[src/rtl/contador_caixas_param_if.sv]
// Bottle/box handshake bundle between the line controller (master) and the
// packing counter (slave). Widths must match the counter's parameters.
interface contador_caixas_param_if #(
  parameter int WIDTH      = 4,
  parameter int BOX_WIDTH  = 8,
  parameter int LOSS_WIDTH = 8
);

  // Line side -> counter
  logic                  ENABLE;
  logic                  CLEAR;
  logic                  CAIXA_ACK;

  // Counter -> line side
  logic                  ENTRADA_PRONTA;
  logic [WIDTH-1:0]      COUNT;
  logic                  DUZIA_COMPLETA;
  logic                  CAIXA_PRONTA;
  logic [BOX_WIDTH-1:0]  CAIXAS;
  logic                  LOTE_COMPLETO;
  logic [LOSS_WIDTH-1:0] PERDAS;

  modport master (
    output ENABLE,
    output CLEAR,
    output CAIXA_ACK,
    input  ENTRADA_PRONTA,
    input  COUNT,
    input  DUZIA_COMPLETA,
    input  CAIXA_PRONTA,
    input  CAIXAS,
    input  LOTE_COMPLETO,
    input  PERDAS
  );

  modport slave (
    input  ENABLE,
    input  CLEAR,
    input  CAIXA_ACK,
    output ENTRADA_PRONTA,
    output COUNT,
    output DUZIA_COMPLETA,
    output CAIXA_PRONTA,
    output CAIXAS,
    output LOTE_COMPLETO,
    output PERDAS
  );

endinterface

[src/rtl/contador_caixas_param.sv]
// Parametrised bottle-packing counter: bottles into boxes of PACK_SIZE, boxes
// into lots of LOT_SIZE, with a box hand-off handshake and a saturating loss count.
module contador_caixas_param #(
  parameter int WIDTH      = 4,   // 2 <= PACK_SIZE <= 2**WIDTH
  parameter int PACK_SIZE  = 12,
  parameter int BOX_WIDTH  = 8,   // 1 <= LOT_SIZE <= 2**BOX_WIDTH
  parameter int LOT_SIZE   = 10,
  parameter int LOSS_WIDTH = 8
) (
  input  logic                     CLOCK,
  input  logic                     RESET,
  contador_caixas_param_if.slave   bus
);

  localparam logic [WIDTH-1:0]      LAST_BOTTLE = WIDTH'(PACK_SIZE - 1);
  localparam logic [BOX_WIDTH-1:0]  LAST_BOX    = BOX_WIDTH'(LOT_SIZE - 1);
  localparam logic [LOSS_WIDTH-1:0] LOSS_MAX    = '1;

  // A closed box is either handed off (idle) or waiting for the sealing stage.
  typedef enum logic {
    BOX_IDLE    = 1'b0,
    BOX_PENDING = 1'b1
  } box_state_t;

  box_state_t box_state, box_state_next;

  logic [WIDTH-1:0]      count_q,  count_d;
  logic [BOX_WIDTH-1:0]  caixas_q, caixas_d;
  logic [LOSS_WIDTH-1:0] perdas_q, perdas_d;
  logic                  duzia_q,  duzia_d;
  logic                  lote_q,   lote_d;

  logic ultima;
  logic box_pending;
  logic entrada_pronta;
  logic aceita;
  logic rejeita;
  logic fecha;
  logic fecha_lote;

  // ---------------------------------------------------------------------------
  // Acceptance decode
  // ---------------------------------------------------------------------------
  // The line only stalls on the closing bottle when the previous box is still
  // unclaimed; an ACK in the same cycle frees the slot in time.
  always_comb begin
    ultima         = (count_q == LAST_BOTTLE);
    box_pending    = (box_state == BOX_PENDING);
    entrada_pronta = !(ultima && box_pending && !bus.CAIXA_ACK);
    aceita         = bus.ENABLE &&  entrada_pronta && !bus.CLEAR;
    rejeita        = bus.ENABLE && !entrada_pronta && !bus.CLEAR;
    fecha          = aceita && ultima;
    fecha_lote     = fecha && (caixas_q == LAST_BOX);
  end

  // ---------------------------------------------------------------------------
  // Box hand-off FSM
  // ---------------------------------------------------------------------------
  always_comb begin
    box_state_next = box_state;
    if (bus.CLEAR) begin
      box_state_next = BOX_IDLE;
    end else begin
      unique case (box_state)
        BOX_IDLE: begin
          if (fecha) box_state_next = BOX_PENDING;
        end
        BOX_PENDING: begin
          // A new closure keeps the slot full even if the old box was just taken.
          if (fecha)              box_state_next = BOX_PENDING;
          else if (bus.CAIXA_ACK) box_state_next = BOX_IDLE;
        end
        default: box_state_next = BOX_IDLE;
      endcase
    end
  end

  always_ff @(posedge CLOCK or negedge RESET) begin
    if (!RESET) begin
      box_state <= BOX_IDLE;
    end else begin
      box_state <= box_state_next;
    end
  end

  // ---------------------------------------------------------------------------
  // Counter next-state
  // ---------------------------------------------------------------------------
  // NOTE: every output of this block gets a default first so no path can
  // leave a value unassigned and infer a latch.
  always_comb begin
    count_d  = count_q;
    caixas_d = caixas_q;
    perdas_d = perdas_q;
    duzia_d  = 1'b0;
    lote_d   = 1'b0;

    if (bus.CLEAR) begin
      count_d  = '0;
      caixas_d = '0;
      perdas_d = '0;
    end else begin
      if (fecha) begin
        count_d  = '0;
        duzia_d  = 1'b1;
        lote_d   = fecha_lote;
        caixas_d = fecha_lote ? '0 : caixas_q + 1'b1;
      end else if (aceita) begin
        count_d = count_q + 1'b1;
      end

      if (rejeita && (perdas_q != LOSS_MAX)) begin
        perdas_d = perdas_q + 1'b1;
      end
    end
  end

  // NOTE: sequential state uses non-blocking assignments so every register
  // samples the pre-edge values regardless of process ordering.
  always_ff @(posedge CLOCK or negedge RESET) begin
    if (!RESET) begin
      count_q  <= '0;
      caixas_q <= '0;
      perdas_q <= '0;
      duzia_q  <= 1'b0;
      lote_q   <= 1'b0;
    end else begin
      count_q  <= count_d;
      caixas_q <= caixas_d;
      perdas_q <= perdas_d;
      duzia_q  <= duzia_d;
      lote_q   <= lote_d;
    end
  end

  // ---------------------------------------------------------------------------
  // Outputs
  // ---------------------------------------------------------------------------
  assign bus.ENTRADA_PRONTA = entrada_pronta;
  assign bus.COUNT          = count_q;
  assign bus.DUZIA_COMPLETA = duzia_q;
  assign bus.CAIXA_PRONTA   = box_pending;
  assign bus.CAIXAS         = caixas_q;
  assign bus.LOTE_COMPLETO  = lote_q;
  assign bus.PERDAS         = perdas_q;

endmodule

[src/flat_wrapper.sv]
// flat-port wrapper written by rule: the top's interface ports become plain ports
module contador_caixas_param_flat 
#(
  parameter int WIDTH      = 4,                                
  parameter int PACK_SIZE  = 12,
  parameter int BOX_WIDTH  = 8,                                   
  parameter int LOT_SIZE   = 10,
  parameter int LOSS_WIDTH = 8
)
  (CLOCK, RESET, bus_ENABLE, bus_CLEAR, bus_CAIXA_ACK, bus_ENTRADA_PRONTA, bus_COUNT, bus_DUZIA_COMPLETA, bus_CAIXA_PRONTA, bus_CAIXAS, bus_LOTE_COMPLETO, bus_PERDAS);
  contador_caixas_param_if #(.WIDTH(WIDTH), .BOX_WIDTH(BOX_WIDTH), .LOSS_WIDTH(LOSS_WIDTH)) bus_i ();
  input  logic CLOCK;
  input  logic RESET;
  input wire logic [$bits(bus_i.ENABLE)-1:0] bus_ENABLE;
  input wire logic [$bits(bus_i.CLEAR)-1:0] bus_CLEAR;
  input wire logic [$bits(bus_i.CAIXA_ACK)-1:0] bus_CAIXA_ACK;
  output wire logic [$bits(bus_i.ENTRADA_PRONTA)-1:0] bus_ENTRADA_PRONTA;
  output wire logic [$bits(bus_i.COUNT)-1:0] bus_COUNT;
  output wire logic [$bits(bus_i.DUZIA_COMPLETA)-1:0] bus_DUZIA_COMPLETA;
  output wire logic [$bits(bus_i.CAIXA_PRONTA)-1:0] bus_CAIXA_PRONTA;
  output wire logic [$bits(bus_i.CAIXAS)-1:0] bus_CAIXAS;
  output wire logic [$bits(bus_i.LOTE_COMPLETO)-1:0] bus_LOTE_COMPLETO;
  output wire logic [$bits(bus_i.PERDAS)-1:0] bus_PERDAS;
  assign bus_i.ENABLE = bus_ENABLE;
  assign bus_i.CLEAR = bus_CLEAR;
  assign bus_i.CAIXA_ACK = bus_CAIXA_ACK;
  assign bus_ENTRADA_PRONTA = bus_i.ENTRADA_PRONTA;
  assign bus_COUNT = bus_i.COUNT;
  assign bus_DUZIA_COMPLETA = bus_i.DUZIA_COMPLETA;
  assign bus_CAIXA_PRONTA = bus_i.CAIXA_PRONTA;
  assign bus_CAIXAS = bus_i.CAIXAS;
  assign bus_LOTE_COMPLETO = bus_i.LOTE_COMPLETO;
  assign bus_PERDAS = bus_i.PERDAS;
  contador_caixas_param #(.WIDTH(WIDTH), .PACK_SIZE(PACK_SIZE), .BOX_WIDTH(BOX_WIDTH), .LOT_SIZE(LOT_SIZE), .LOSS_WIDTH(LOSS_WIDTH)) u_core (.CLOCK(CLOCK), .RESET(RESET), .bus(bus_i));
endmodule
[config.mk]
export PLATFORM = sky130hd
export DESIGN_NAME = contador_caixas_param_flat
export DESIGN_NICKNAME = d
export VERILOG_FILES = /design/src/rtl/contador_caixas_param_if.sv /design/src/rtl/contador_caixas_param.sv /design/src/flat_wrapper.sv
export SDC_FILE = /design/constraint.sdc
export NUM_CORES = 1
export LEC_CHECK = 0
export CORE_MARGIN = 2
export CORE_UTILIZATION = 50
export DETAILED_ROUTE_END_ITERATION = 12
export PLACE_DENSITY = 0.81
export RECOVER_POWER = 100
export SYNTH_ARGS = -nofsm -noshare
export SYNTH_HDL_FRONTEND = slang
export SYNTH_SLANG_ARGS = --single-unit
[constraint.sdc]
create_clock -name CLOCK -period 2.81 [get_ports CLOCK]
set_clock_uncertainty 0.2 [all_clocks]
set_input_delay 0.281 -clock CLOCK [delete_from_list [all_inputs] [get_ports CLOCK]]
set_output_delay 0.281 -clock CLOCK [all_outputs]
set_load 0.005 [all_outputs]
==> results.cfg <==
[synthesis]
yosysMostFrequentCell = dfrtp_1
avgSynthCellArea_um2 = 9.91
ys.flop_type = dfrtp_1
yosys-top-cells-area = dfrtp_1, xor2_1, ha_1
ys_top_cells_by_count = dfrtp_1, nor2_1, nand2_1
synth_top_cell_area_share_pct = 48.0
ys_async_sr_fraction_pct = 100
synth_warnings = 0
synth_cell_types = 33
ys_ff_latch = 23
synth_edf_count = 0
netlist_instances = 121
netlist_area_um2 = 1200
synth_nets = 130
yosysTopAreaCell = dfrtp_1
seq_area_frac_synth_pct = 48.0

[floorplanning]
rows = 17
die_area_um2 = 2800
dieWidth_um = 53.0
initial_utilization_pct = 53.7
die_y_um = 53.0
core_area_um2 = 2230
ios = 29

[cells_and_area]
antennaDiodeCount = 0
fin_area_um2 = 1530
regArea_um2 = 576
area_growth_pct = 27.2
drive_gt1_share_pct = 3.92
multiInputGateArea_um2 = 584
nFillCells = 190
nets = 163

[drt]
topRoutingLayerUsed = met4
route.met2.wl_um = 1230
firstDrtPassIters = 4
via_count = 1059
met3_length_um = 94
drt_iter0_markers = 22
antenna_left = 0
routed_wl_um = 2510
drc = 0
met1_length_um = 1130
wl_per_cell_um = 13.9
viasPerCell = 5.85

[sta]
finalCriticalPeriod_ps = 2290
finalCritPeriodShare_pct = 81.6
setup-violations-final = 0
maxSlewViolCount = 0
max_freq_mhz = 436
rsz0062_at_grt = false
hold_viol_final = 0
worst_pin_slew_ps = 1220
fin_ws_ps = 516
slew_headroom_pct = 19.0
finalSetupTns_ps = 0

[worst_setup_path]
required_ps = 2330
crit_type = flip-flop to primary output
critPathMaxStageDelay_ps = 560
cp_data_arrival_time_ps = 1810
critPathBufInv = 1
startpoint_type = flip-flop
critical_path.max_fanout = 4
rr_startpoint = u_core.bus.COUNT[1]$_DFFE_PN0P_
worst_path_dominant_cell_family = buffers and inverters
reg2reg_to = u_core.bus.CAIXAS[6]$_DFFE_PN0P_
path_cells = ha_1, and3b_1, nand2_1, dlygate4sd3_1
reg2reg_depth = 5
critPathCaptureType = primary output
reg2reg_slack_ps = 700
slowest_stage = dlygate4sd3_1

[hold_path]
hold_end = u_core.bus.CAIXAS[7]$_DFFE_PN0P_
hp-start = u_core.bus.CAIXAS[7]$_DFFE_PN0P_
worstHoldPathType = flip-flop to flip-flop
holdPathStages = 2

[placed_design]
place.gp.congestion = 0.833
place_ws_ps = 564
post_dp_cell_area_um2 = 1510
dp_hpwl_um = 1890
port_buffers = 28

[global_routing]
globalRouteOverflowTotal = 0
grt_max_degree = 24
grt_usage_pct = 21.6
grt_antenna_before_repair = 0
grt_pass1_wl_um = 4390
grt_pass1_vias = 996

[clock_tree]
clock-sinks = 23
post_cts_buffers = 0
cts_root_buf = clkbuf_4
cts_resized = 0
clk_latency_ps = 320
clkTransAtPathRegs_ps = 130
ctsHoldBuffers = 0
htreeDepth = 1
max-clock-path-buffers = 2
cts_tree = yes
cts_buffers = 3

[run]
drv_cap = 0

[power]
power_density_nw_per_um2 = 358
p_total_mw = 0.546
p_leak_nw = 0.710
irDropWorstVdd_mv = 0.329

[status]
status = finished clean
[worst register-to-register path, delay by kind of cell (launching register included)]
family	cells	cell delay, ps
and+or+nand+nor	3	1050
adders and majority gates	1	220
DFF	1	420
AOI/OAI and AO/OA	1	160
[layout make-up]
cell class | instances | area share [%]
clock buffer | 3 | 1.48
clock inverter | 1 | 0.328
inverter | 3 | 0.738
multi-input combinational | 93 | 38.3
sequential | 23 | 37.7
tap | 28 | 2.30
timing repair buffer | 30 | 19.1
[per-layer routing]
layer | vias up | track usage [%]
li1 | 510 | -
met1 | 515 | 27.4
met2 | 28 | 36.5
met3 | 6 | 2.54
met4 | 0 | 10.3
met5 | - | 0
[state kept, by name, indices dropped and copies added, names as in the netlist]
signal,cells
u_core.bus.CAIXAS,8
u_core.bus.CAIXA_PRONTA,1
u_core.bus.COUNT,4
u_core.bus.DUZIA_COMPLETA,1
u_core.bus.PERDAS,8
u_core.bus.LOTE_COMPLETO,1
[worst max-delay path by stage]
stage                                         start                                to  slack, ps  depth (start not counted)
finish              u_core.bus.COUNT[0]$_DFFE_PN0P_                bus_ENTRADA_PRONTA        520                          4
global route        u_core.bus.COUNT[0]$_DFFE_PN0P_                bus_ENTRADA_PRONTA        410                          4
CTS                 u_core.bus.COUNT[0]$_DFFE_PN0P_                bus_ENTRADA_PRONTA        560                          4
detailed placement                       bus_ENABLE  u_core.bus.PERDAS[6]$_DFFE_PN0P_        560                          5
global placement                         bus_ENABLE  u_core.bus.PERDAS[6]$_DFFE_PN0P_        660                          5
floorplan           u_core.bus.COUNT[0]$_DFFE_PN0P_  u_core.bus.CAIXAS[6]$_DFFE_PN0P_        920                          6
[stage by stage]
stage          std cells  hold slack, ps  util [%]
6_report             181             371      68.3
5_1_grt              181             417      68.3
4_1_cts              181             109      69.0
3_5_place_dp         177             357      67.8
3_3_place_gp         177             348      67.8
2_1_floorplan        121            -215         -
[cells in the final DEF (no fill, tap or decap), types with 4 or more instances in the layout]
cell,netlist,final
dlygate4sd3_1,0,25
dfrtp_1,23,23
nor2_1,12,12
nand2_1,10,11
nand3_1,9,9
o21ai_0,6,6
or3_1,6,6
xor2_1,6,6
a31oi_1,6,6
a21oi_1,5,5
ha_1,4,4
[power by group]
part / total, mW / switching, mW / internal, mW
clock network: 0.154 / 0.101 / 0.0533
registers: 0.347 / 0.00946 / 0.337
logic: 0.0455 / 0.0232 / 0.0222
[cell families after synthesis]
family	after synthesis	synth area share, %
adders and majority gates	4	4.18
buffers and inverters	5	2.19
AOI/OAI and AO/OA	26	14.1
and+or+nand+nor	55	25.5
muxes	2	1.67
xor gates and xnor gates	6	4.38
DFF	23	48.0
No activity file was read; power rests on OpenSTA's default activity.
